$ cat src/rtl/ext_int_responder_pkg.sv
// Shared constants for the external-interrupt responder: FSM encoding, register map
// offsets and the CP0 interrupt line it drives.
package ext_int_responder_pkg;

  localparam logic [1:0] ST_IDLE     = 2'd0;
  localparam logic [1:0] ST_PENDING  = 2'd1;
  localparam logic [1:0] ST_SERVICE  = 2'd2;
  localparam logic [1:0] ST_ACK_WAIT = 2'd3;

  localparam logic [31:0] ACK_ADDR_DEFAULT = 32'h0000_7F20;
  localparam logic [31:0] OFS_ACK          = 32'd0;
  localparam logic [31:0] OFS_CNT          = 32'd4;
  localparam logic [31:0] OFS_EN           = 32'd8;

  localparam int HWINT_IDX = 2;

  function automatic logic [31:0] wordAlign(input logic [31:0] addr);
    return {addr[31:2], 2'b00};
  endfunction

endpackage

$ cat src/rtl/ext_int_responder_if.sv
// Interrupt line, CP0 handshake and data-bus slave signals of the responder.
interface ext_int_responder_if;
  logic        int_in;
  logic [31:0] bus_addr;
  logic [31:0] bus_wdata;
  logic [3:0]  bus_byteen;
  logic [31:0] bus_rdata;
  logic        int_taken;
  logic        hwint;
  logic        int_ack;
  logic        stuck_err;

  modport master (
    output int_in, bus_addr, bus_wdata, bus_byteen, int_taken,
    input  bus_rdata, hwint, int_ack, stuck_err
  );

  modport slave (
    input  int_in, bus_addr, bus_wdata, bus_byteen, int_taken,
    output bus_rdata, hwint, int_ack, stuck_err
  );
endinterface

$ cat src/rtl/ext_int_responder_ack_timeout_ctr.sv
// Saturating up-counter with clear/load and a terminal-count flag; also used by the
// bridge watchdog.
module ack_timeout_ctr #(
  parameter int WIDTH    = 5,
  parameter int TERMINAL = 15
) (
  input  logic             clk,
  input  logic             reset,
  input  logic             clear_i,
  input  logic             load_i,
  input  logic [WIDTH-1:0] loadVal_i,
  input  logic             inc_i,
  output logic             tc_o
);

  logic [WIDTH-1:0] cnt_q;

  always_ff @(posedge clk) begin
    if (reset) begin
      cnt_q <= '0;
    end else if (clear_i) begin
      cnt_q <= '0;
    end else if (load_i) begin
      cnt_q <= loadVal_i;
    end else if (inc_i && !tc_o) begin
      cnt_q <= cnt_q + 1'b1;
    end
  end

  assign tc_o = (cnt_q == WIDTH'(TERMINAL));

endmodule

$ cat src/rtl/ext_int_responder.sv
// Holds an external interrupt as HWInt[2] until software acknowledges it by a store,
// then waits (bounded) for the source to release the line.
module ext_int_responder
  import ext_int_responder_pkg::*;
#(
  parameter logic [31:0] ACK_ADDR = ACK_ADDR_DEFAULT,
  parameter int          TIMEOUT  = 16,
  parameter int          CNT_W    = 16
) (
  input logic              clk,
  input logic              reset,
  ext_int_responder_if.slave bus
);

  localparam int TW = $clog2(TIMEOUT + 1);

  logic [1:0]       state_q, state_d;
  logic             hwint_q, hwint_d;
  logic             intAck_q, intAck_d;
  logic             stuckErr_q, stuckErr_d;
  logic             enable_q, enable_d;
  logic [CNT_W-1:0] count_q, count_d;
  logic [7:0]       spurious_q, spurious_d;

  logic [31:0] wordAddr;
  logic        isStore, ackSt, clrSt, enSt;
  logic        inAckWait, tmoTc;

  assign wordAddr  = wordAlign(bus.bus_addr);
  assign isStore   = |bus.bus_byteen;
  assign ackSt     = isStore && (wordAddr == ACK_ADDR + OFS_ACK);
  assign clrSt     = isStore && (wordAddr == ACK_ADDR + OFS_CNT);
  assign enSt      = bus.bus_byteen[0] && (wordAddr == ACK_ADDR + OFS_EN);
  assign inAckWait = (state_q == ST_ACK_WAIT);

  // Held at zero outside ACK_WAIT so every wait period starts counting from 0.
  ack_timeout_ctr #(
    .WIDTH   (TW),
    .TERMINAL(TIMEOUT - 1)
  ) u_tmo (
    .clk      (clk),
    .reset    (reset),
    .clear_i  (!inAckWait),
    .load_i   (1'b0),
    .loadVal_i('0),
    .inc_i    (inAckWait),
    .tc_o     (tmoTc)
  );

  always_comb begin
    state_d    = state_q;
    count_d    = count_q;
    spurious_d = spurious_q;
    stuckErr_d = stuckErr_q;
    enable_d   = enable_q;
    intAck_d   = 1'b0;

    case (state_q)
      ST_IDLE: begin
        if (bus.int_in && enable_q) state_d = ST_PENDING;
      end
      ST_PENDING: begin
        if (ackSt) begin
          state_d  = ST_ACK_WAIT;
          intAck_d = 1'b1;
          count_d  = count_q + 1'b1;
        end else if (bus.int_taken) begin
          state_d = ST_SERVICE;
        end
      end
      ST_SERVICE: begin
        if (ackSt) begin
          state_d  = ST_ACK_WAIT;
          intAck_d = 1'b1;
          count_d  = count_q + 1'b1;
        end
      end
      ST_ACK_WAIT: begin
        if (!bus.int_in) begin
          state_d = ST_IDLE;
        end else if (tmoTc) begin
          stuckErr_d = 1'b1;
          state_d    = ST_IDLE;
        end
      end
      default: state_d = ST_IDLE;
    endcase

    if (ackSt && (state_q == ST_IDLE || state_q == ST_ACK_WAIT) && spurious_q != 8'hFF)
      spurious_d = spurious_q + 1'b1;

    if (enSt) enable_d = bus.bus_wdata[0];

    // Clearing the statistics outranks any increment landing on the same edge.
    if (clrSt) begin
      count_d    = '0;
      spurious_d = '0;
      stuckErr_d = 1'b0;
    end

    hwint_d = (state_d == ST_PENDING) || (state_d == ST_SERVICE);
  end

  always_ff @(posedge clk) begin
    if (reset) begin
      state_q    <= ST_IDLE;
      hwint_q    <= 1'b0;
      intAck_q   <= 1'b0;
      stuckErr_q <= 1'b0;
      enable_q   <= 1'b1;
      count_q    <= '0;
      spurious_q <= '0;
    end else begin
      state_q    <= state_d;
      hwint_q    <= hwint_d;
      intAck_q   <= intAck_d;
      stuckErr_q <= stuckErr_d;
      enable_q   <= enable_d;
      count_q    <= count_d;
      spurious_q <= spurious_d;
    end
  end

  always_comb begin
    bus.bus_rdata = '0;
    if (wordAddr == ACK_ADDR + OFS_ACK)
      bus.bus_rdata = {27'b0, stuckErr_q, state_q, bus.int_in, hwint_q};
    else if (wordAddr == ACK_ADDR + OFS_CNT)
      bus.bus_rdata = 32'({spurious_q, count_q});
    else if (wordAddr == ACK_ADDR + OFS_EN)
      bus.bus_rdata = {31'b0, enable_q};
  end

  assign bus.hwint     = hwint_q;
  assign bus.int_ack   = intAck_q;
  assign bus.stuck_err = stuckErr_q;

endmodule

$ cat src/flat_wrapper.sv
// flat-port wrapper written by rule: the top's interface ports become plain ports
module ext_int_responder_flat import ext_int_responder_pkg::*;
#(
  parameter logic [31:0] ACK_ADDR = ACK_ADDR_DEFAULT,
  parameter int          TIMEOUT  = 16,
  parameter int          CNT_W    = 16
)
  (clk, reset, bus_int_in, bus_bus_addr, bus_bus_wdata, bus_bus_byteen, bus_int_taken, bus_bus_rdata, bus_hwint, bus_int_ack, bus_stuck_err);
  ext_int_responder_if bus_i ();
  input logic clk;
  input logic reset;
  input wire logic [$bits(bus_i.int_in)-1:0] bus_int_in;
  input wire logic [$bits(bus_i.bus_addr)-1:0] bus_bus_addr;
  input wire logic [$bits(bus_i.bus_wdata)-1:0] bus_bus_wdata;
  input wire logic [$bits(bus_i.bus_byteen)-1:0] bus_bus_byteen;
  input wire logic [$bits(bus_i.int_taken)-1:0] bus_int_taken;
  output wire logic [$bits(bus_i.bus_rdata)-1:0] bus_bus_rdata;
  output wire logic [$bits(bus_i.hwint)-1:0] bus_hwint;
  output wire logic [$bits(bus_i.int_ack)-1:0] bus_int_ack;
  output wire logic [$bits(bus_i.stuck_err)-1:0] bus_stuck_err;
  assign bus_i.int_in = bus_int_in;
  assign bus_i.bus_addr = bus_bus_addr;
  assign bus_i.bus_wdata = bus_bus_wdata;
  assign bus_i.bus_byteen = bus_bus_byteen;
  assign bus_i.int_taken = bus_int_taken;
  assign bus_bus_rdata = bus_i.bus_rdata;
  assign bus_hwint = bus_i.hwint;
  assign bus_int_ack = bus_i.int_ack;
  assign bus_stuck_err = bus_i.stuck_err;
  ext_int_responder #(.ACK_ADDR(ACK_ADDR), .TIMEOUT(TIMEOUT), .CNT_W(CNT_W)) u_core (.clk(clk), .reset(reset), .bus(bus_i));
endmodule
$ cat config.mk
export PLATFORM = sky130hd
export DESIGN_NAME = ext_int_responder_flat
export DESIGN_NICKNAME = d
export VERILOG_FILES = /design/src/rtl/ext_int_responder_pkg.sv /design/src/rtl/ext_int_responder_if.sv /design/src/rtl/ext_int_responder_ack_timeout_ctr.sv /design/src/rtl/ext_int_responder.sv /design/src/flat_wrapper.sv
export SDC_FILE = /design/constraint.sdc
export NUM_CORES = 1
export LEC_CHECK = 0
export ABC_AREA = 1
export BUFFER_PORTS_ARGS = -buffer_cell sky130_fd_sc_hd__buf_2
export CAP_MARGIN = 10
export CORE_ASPECT_RATIO = 0.5
export CORE_MARGIN = 1
export CORE_UTILIZATION = 49
export CTS_BUF_LIST = sky130_fd_sc_hd__clkbuf_4 sky130_fd_sc_hd__clkbuf_8
export DETAILED_ROUTE_END_ITERATION = 8
export PLACE_DENSITY = 0.93
export REMOVE_ABC_BUFFERS = 1
export SLEW_MARGIN = 5
export SYNTH_ARGS = -nofsm -noshare
export SYNTH_HDL_FRONTEND = slang
export SYNTH_SLANG_ARGS = --single-unit
export TNS_END_PERCENT = 10
$ cat constraint.sdc
create_clock -name clk -period 2.4 [get_ports clk]
set_input_delay 0 -clock clk [delete_from_list [all_inputs] [get_ports clk]]
set_output_delay 0 -clock clk [all_outputs]
set_load 0.1 [all_outputs]
; Word-level counts from Yosys, hierarchy flattened
; Index checks and enable logic that the tools add are counted.
[totals]
ramBits = 0
mem_bits_ro = 0
n_memories = 0
regBits = 35
out_inout_bits = 35
latchBits = 0
[classes]
addsub = 3
magnitude_cmp = 0
shift = 0
n_reduce_logical = 18
div = 0
n_eq_ne = 10
n_mux = 11
n_bitwise = 2
mul = 0
[ops]
columns = operator, n
row1 = equality test 30 x 13 -> 1 bit (second input constant), 3
row2 = two-way mux 32 bit, 2
row3 = adder 16 x 1 -> 16 bit (second input constant), 1
row4 = two-way mux 2 bit, 6
row5 = adder 8 x 1 -> 8 bit (second input constant), 1
row6 = inequality test 8 bit (second input constant), 1
row7 = case mux 2 bit (4 select lines), 1
row8 = OR reduction 2 bit, 4
row9 = logical AND 1 bit, 7
row10 = equality test 2 bit (second input constant), 3
row11 = adder 5 x 1 -> 5 bit (second input constant), 1
row12 = equality test 5 x 4 -> 1 bit (second input constant), 1
row13 = equality test 2 x 1 -> 1 bit (second input constant), 2
row14 = OR reduction 4 bit, 1
row15 = AND reduction 3 bit, 1
row16 = zero test 2 bit, 1
row17 = logical OR 1 bit, 2
row18 = two-way mux 1 bit, 2
row19 = NOT 1 bit, 2
row20 = AND reduction 2 bit, 1
row21 = zero test 1 bit, 1

; Depth between registers and ports, before layout
[logic_depth]
word_depth = 6
depth_mapped = 13
depth_no_buf = 13

; Modules after synthesis
; Synthesis repeated with hierarchy kept, for this count alone.
[unflattened]
cells_unflattened = 399
area_unflattened_um2 = 2571.2
[modules_own_cells]
columns = module, seq_area_each_um2, cells_per_inst, instances, area_per_inst_um2
row1 = ext_int_responder, 600.6, 347, 1, 2234.6
row2 = ack_timeout_ctr, 100.1, 52, 1, 336.6

; Worst setup path before layout
; No wires, ideal clock.
[synth_path]
path_type = flip-flop to output port
from = reg u_core.stuckErr_q, in the netlist u_core.bus.stuck_err
to = out bus_bus_rdata[4]
stages_incl_launch_ff = 3
arrival_time_ns = 3.212
slack_ns = -0.812
cell_sequence = dfxtp_1 inv_1 o21ai_0
[synth_between]
elab_chain_cells = 1
[synth_rtl]
columns = element, line
row1 = from (decl), ext_int_responder.sv:20  ; logic stuckErr_q, stuckErr_d;
row2 = from (signal assigned), ext_int_responder.sv:117  ; stuckErr_q <= stuckErr_d;
row3 = two-way mux 32 bit, ext_int_responder.sv:126  ; if (wordAddr == ACK_ADDR + OFS_ACK)
row4 = to (decl), flat_wrapper.sv:17  ; output wire logic [$bits(bus_i.bus_rdata)-1:0] bus_bus_rdata;
; Every way passes these cells.

; Worst setup path after layout
[layout_path]
from = reg u_core.u_tmo.cnt_q[0]
to = reg u_core.hwint_q, in the netlist u_core.bus.hwint
[layout_between]
elab_chain_cells = 6
[layout_rtl]
columns = element, line
row1 = from (decl), ext_int_responder_ack_timeout_ctr.sv:16  ; logic [WIDTH-1:0] cnt_q;
row2 = from (signal assigned), ext_int_responder_ack_timeout_ctr.sv:24  ; cnt_q <= loadVal_i;
row3 = from (signal assigned), ext_int_responder_ack_timeout_ctr.sv:26  ; cnt_q <= cnt_q + 1'b1;
row4 = equality test 5 x 4 -> 1 bit (*), ext_int_responder_ack_timeout_ctr.sv:30  ; assign tc_o = (cnt_q == WIDTH'(TERMINAL));
row5 = two-way mux 2 bit (*), ext_int_responder.sv:81  ; end else if (tmoTc) begin
row6 = two-way mux 2 bit (*), ext_int_responder.sv:79  ; if (!bus.int_in) begin
row7 = case mux 2 bit (4 select lines) (*), ext_int_responder.sv:58  ; case (state_q)
row8 = equality test 2 x 1 -> 1 bit or equality test 2 bit (tied branches), ext_int_responder.sv:101  ; hwint_d = (state_d == ST_PENDING) || (state_d == ST_SERVICE);
row9 = logical OR 1 bit (*), ext_int_responder.sv:101
row10 = to (signal assigned), ext_int_responder.sv:115  ; hwint_q <= hwint_d;
row11 = to (decl), ext_int_responder.sv:18  ; logic hwint_q, hwint_d;
; Mark *: on every way between the ends. The rest lies on a longest branch, timed or not.
; A chain may end at the register's enable or synchronous reset.

==> reports/results.ini <==
[status]
status=finished clean

[route]
post-route-drc-count=0
first_iter_violations=96
drtPass1Iterations=4
vias=2533
wl_um=5600
wl_per_cell_um=10.85
via_per_inst=4.909
antenna_left=0

[floorplanning]
ios=107
coreArea_sq_um=4594
die_area_sq_um=5288
dieHeight_um=51.92
die_w_um=101.8
core.rowCount=17
start_util_pct=53.16

[job]
maxCapViolCount=0

[power]
p_per_area_nw_per_um2=428.3
peakVddDrop_mv=0.2313
p_leak_nw=1.274
power_mw=1.238

[synthesis]
synth_most_common_cell=nand2_1
async_flop_share_pct=0
ys_seq_area_share_pct=28.69
yosysUniqueCellTypes=32
yosysTopAreaCell=dfxtp_1
netlist_instances=382
ys_top_cells_by_area=dfxtp_1 29%, nand2_1 14%, inv_1 7.8%
synth_edf_count=0
syn_area_sq_um=2442
ys.flop_type=dfxtp_1
syn_avg_cell_area_sq_um=6.394
synth_common_cells=94 x nand2_1, 51 x inv_1, 47 x nor2_1, 35 x dfxtp_1, 30 x a21oi_1
ys_warn_count=0
ys_ff_latch=35
synth_top_area_share_pct=28.69

[global_route]
grt_antenna_before_repair=0
grt_use_total_pct=22.61
gr-total-overflow=0
grt_first_pass_wirelength_um=9315
grt_max_degree=26
grt_pass1_vias=2178

[clock_network]
postCtsSetupRepairBufs=0
cts_tree=built
cts_buffers=5
clock_path_buffers=2
root_buffer=clkbuf_8
hold_buffers=2
cts.htree.levels=2
ctsResizeCount=0
clock_sinks=35
cts.clk_slew.worst_paths_ns=0.07
clock_latency_ns=0.29

[min_path]
hold_class=primary input to register
hold_depth=3

[worst_setup_path]
worstPathMaxFanout=7
reg2reg_depth=10
start_kind=register
cp.arrival_ns=2.14
crit_type=register to register
cp.required_ns=2.58
crit_path_end_kind=register
r2r_slack_ns=0.45

[finish]
final_area_sq_um=2892
nets=529
area_growth_pct=18.39
n_antenna_cell=0
post-route-util_pct=62.94
drive_gt1_share_pct=19.56

[timing]
worst_pin_slew_ns=0.5557
layout_min_cycle_time_ns=1.954
hold_slack_ns=0.02783
rsz0062_at_grt=no
setup_viol=0
relSlewSlack_pct=62.82
fin_ws_ns=0.4462
maxSlewViolCount=0
fmax_mhz=511.8
hold_viol=0
fin_crit_sh_pct=81.41
skew_ns=0.004371

[place]
dpl_cell_area_sq_um=2768
dp_hpwl_um=4142
globalplace.congestion=0.8455
post-place-ws_ns=0.4979
numPortBuffers=65

==> path summary, 6_finish.rpt <==
| path | startpoint | to |
|---|---|---|
| max reg2reg | u_core.u_tmo.cnt_q[0] | u_core.bus.hwint |
| min | bus_int_in | u_core.bus.stuck_err |
| min reg2reg | u_core.u_tmo.cnt_q[0] | u_core.u_tmo.cnt_q[0] |
| max | u_core.u_tmo.cnt_q[0] | u_core.bus.hwint |
==> area by class of cell <==
type	instances	area [sq um]
Inverter	53	198.9
Sequential cell	35	700.7
Tap cell	66	82.58
Multi-Input combinational cell	285	1445
Clock buffer	8	103.9
Fill cell	412	1703
Timing Repair Buffer	69	360.3
==> stage by stage <==
step	cells	setup TNS, ns
after floorplan	373	-9.971
after global placement	506	0
after detailed placement	506	0
after CTS	516	0
after global routing	516	0
final	516	0
==> cell usage in the layout (no fill, tap or decap), types with 10 or more instances in the layout <==
cell	instances
buf_2	65
a21oi_1	30
o21ai_0	10
inv_1	51
nor3_1	27
dfxtp_1	35
nor2_1	47
xor2_1	16
nand2_1	94
nand3_1	21
==> cells by family (layout without fill, tap and decap cells) <==
| kind of cell | after synthesis | count (layout) | synth area share, % |
|---|---|---|---|
| and+or+nand+nor | 204 | 204 | 36.99 |
| other | 1 | 8 | 0.1535 |
| adders and majority gates | 8 | 8 | 4.099 |
| buffers and inverters | 69 | 130 | 13.22 |
| AOI/OAI and AO/OA | 48 | 48 | 10.76 |
| DFF | 35 | 35 | 28.69 |
| xor gates and xnor gates | 17 | 17 | 6.096 |
==> metal layers <==
| layer | vias to the layer above | wire, um | global-route usage (%) |
|---|---|---|---|
| met5 | - | 0 | 0 |
| met4 | 0 | 92 | 6.667 |
| met3 | 9 | 303 | 4.435 |
| met2 | 78 | 2626 | 40.43 |
| met1 | 1112 | 2578 | 27.88 |
| li1 | 1334 | - | - |
==> flip-flops by register name (all words and copies together) (netlist names) <==
signal                flops
u_core.bus.int_ack        1
u_core.enable_q           1
u_core.bus.stuck_err      1
u_core.bus.hwint          1
u_core.state_q            2
u_core.count_q           16
u_core.u_tmo.cnt_q        5
u_core.spurious_q         8
==> report_power, final <==
group	switching, mW	internal [mW]
Sequential	0.00385	0.585
Combinational	0.122	0.0427
Clock	0.212	0.273
==> critical path, stage by stage (launching register included) <==
cell,delay (ns)
dfxtp_1,0.33
ha_1,0.23
inv_1,0.06
nor3_1,0.04
ha_1,0.20
nor2_1,0.35
nand3_1,0.14
a31oi_1,0.17
nand2_1,0.11
a21oi_1,0.15
nor2_1,0.06
No activity file was read; power rests on OpenSTA's default activity.
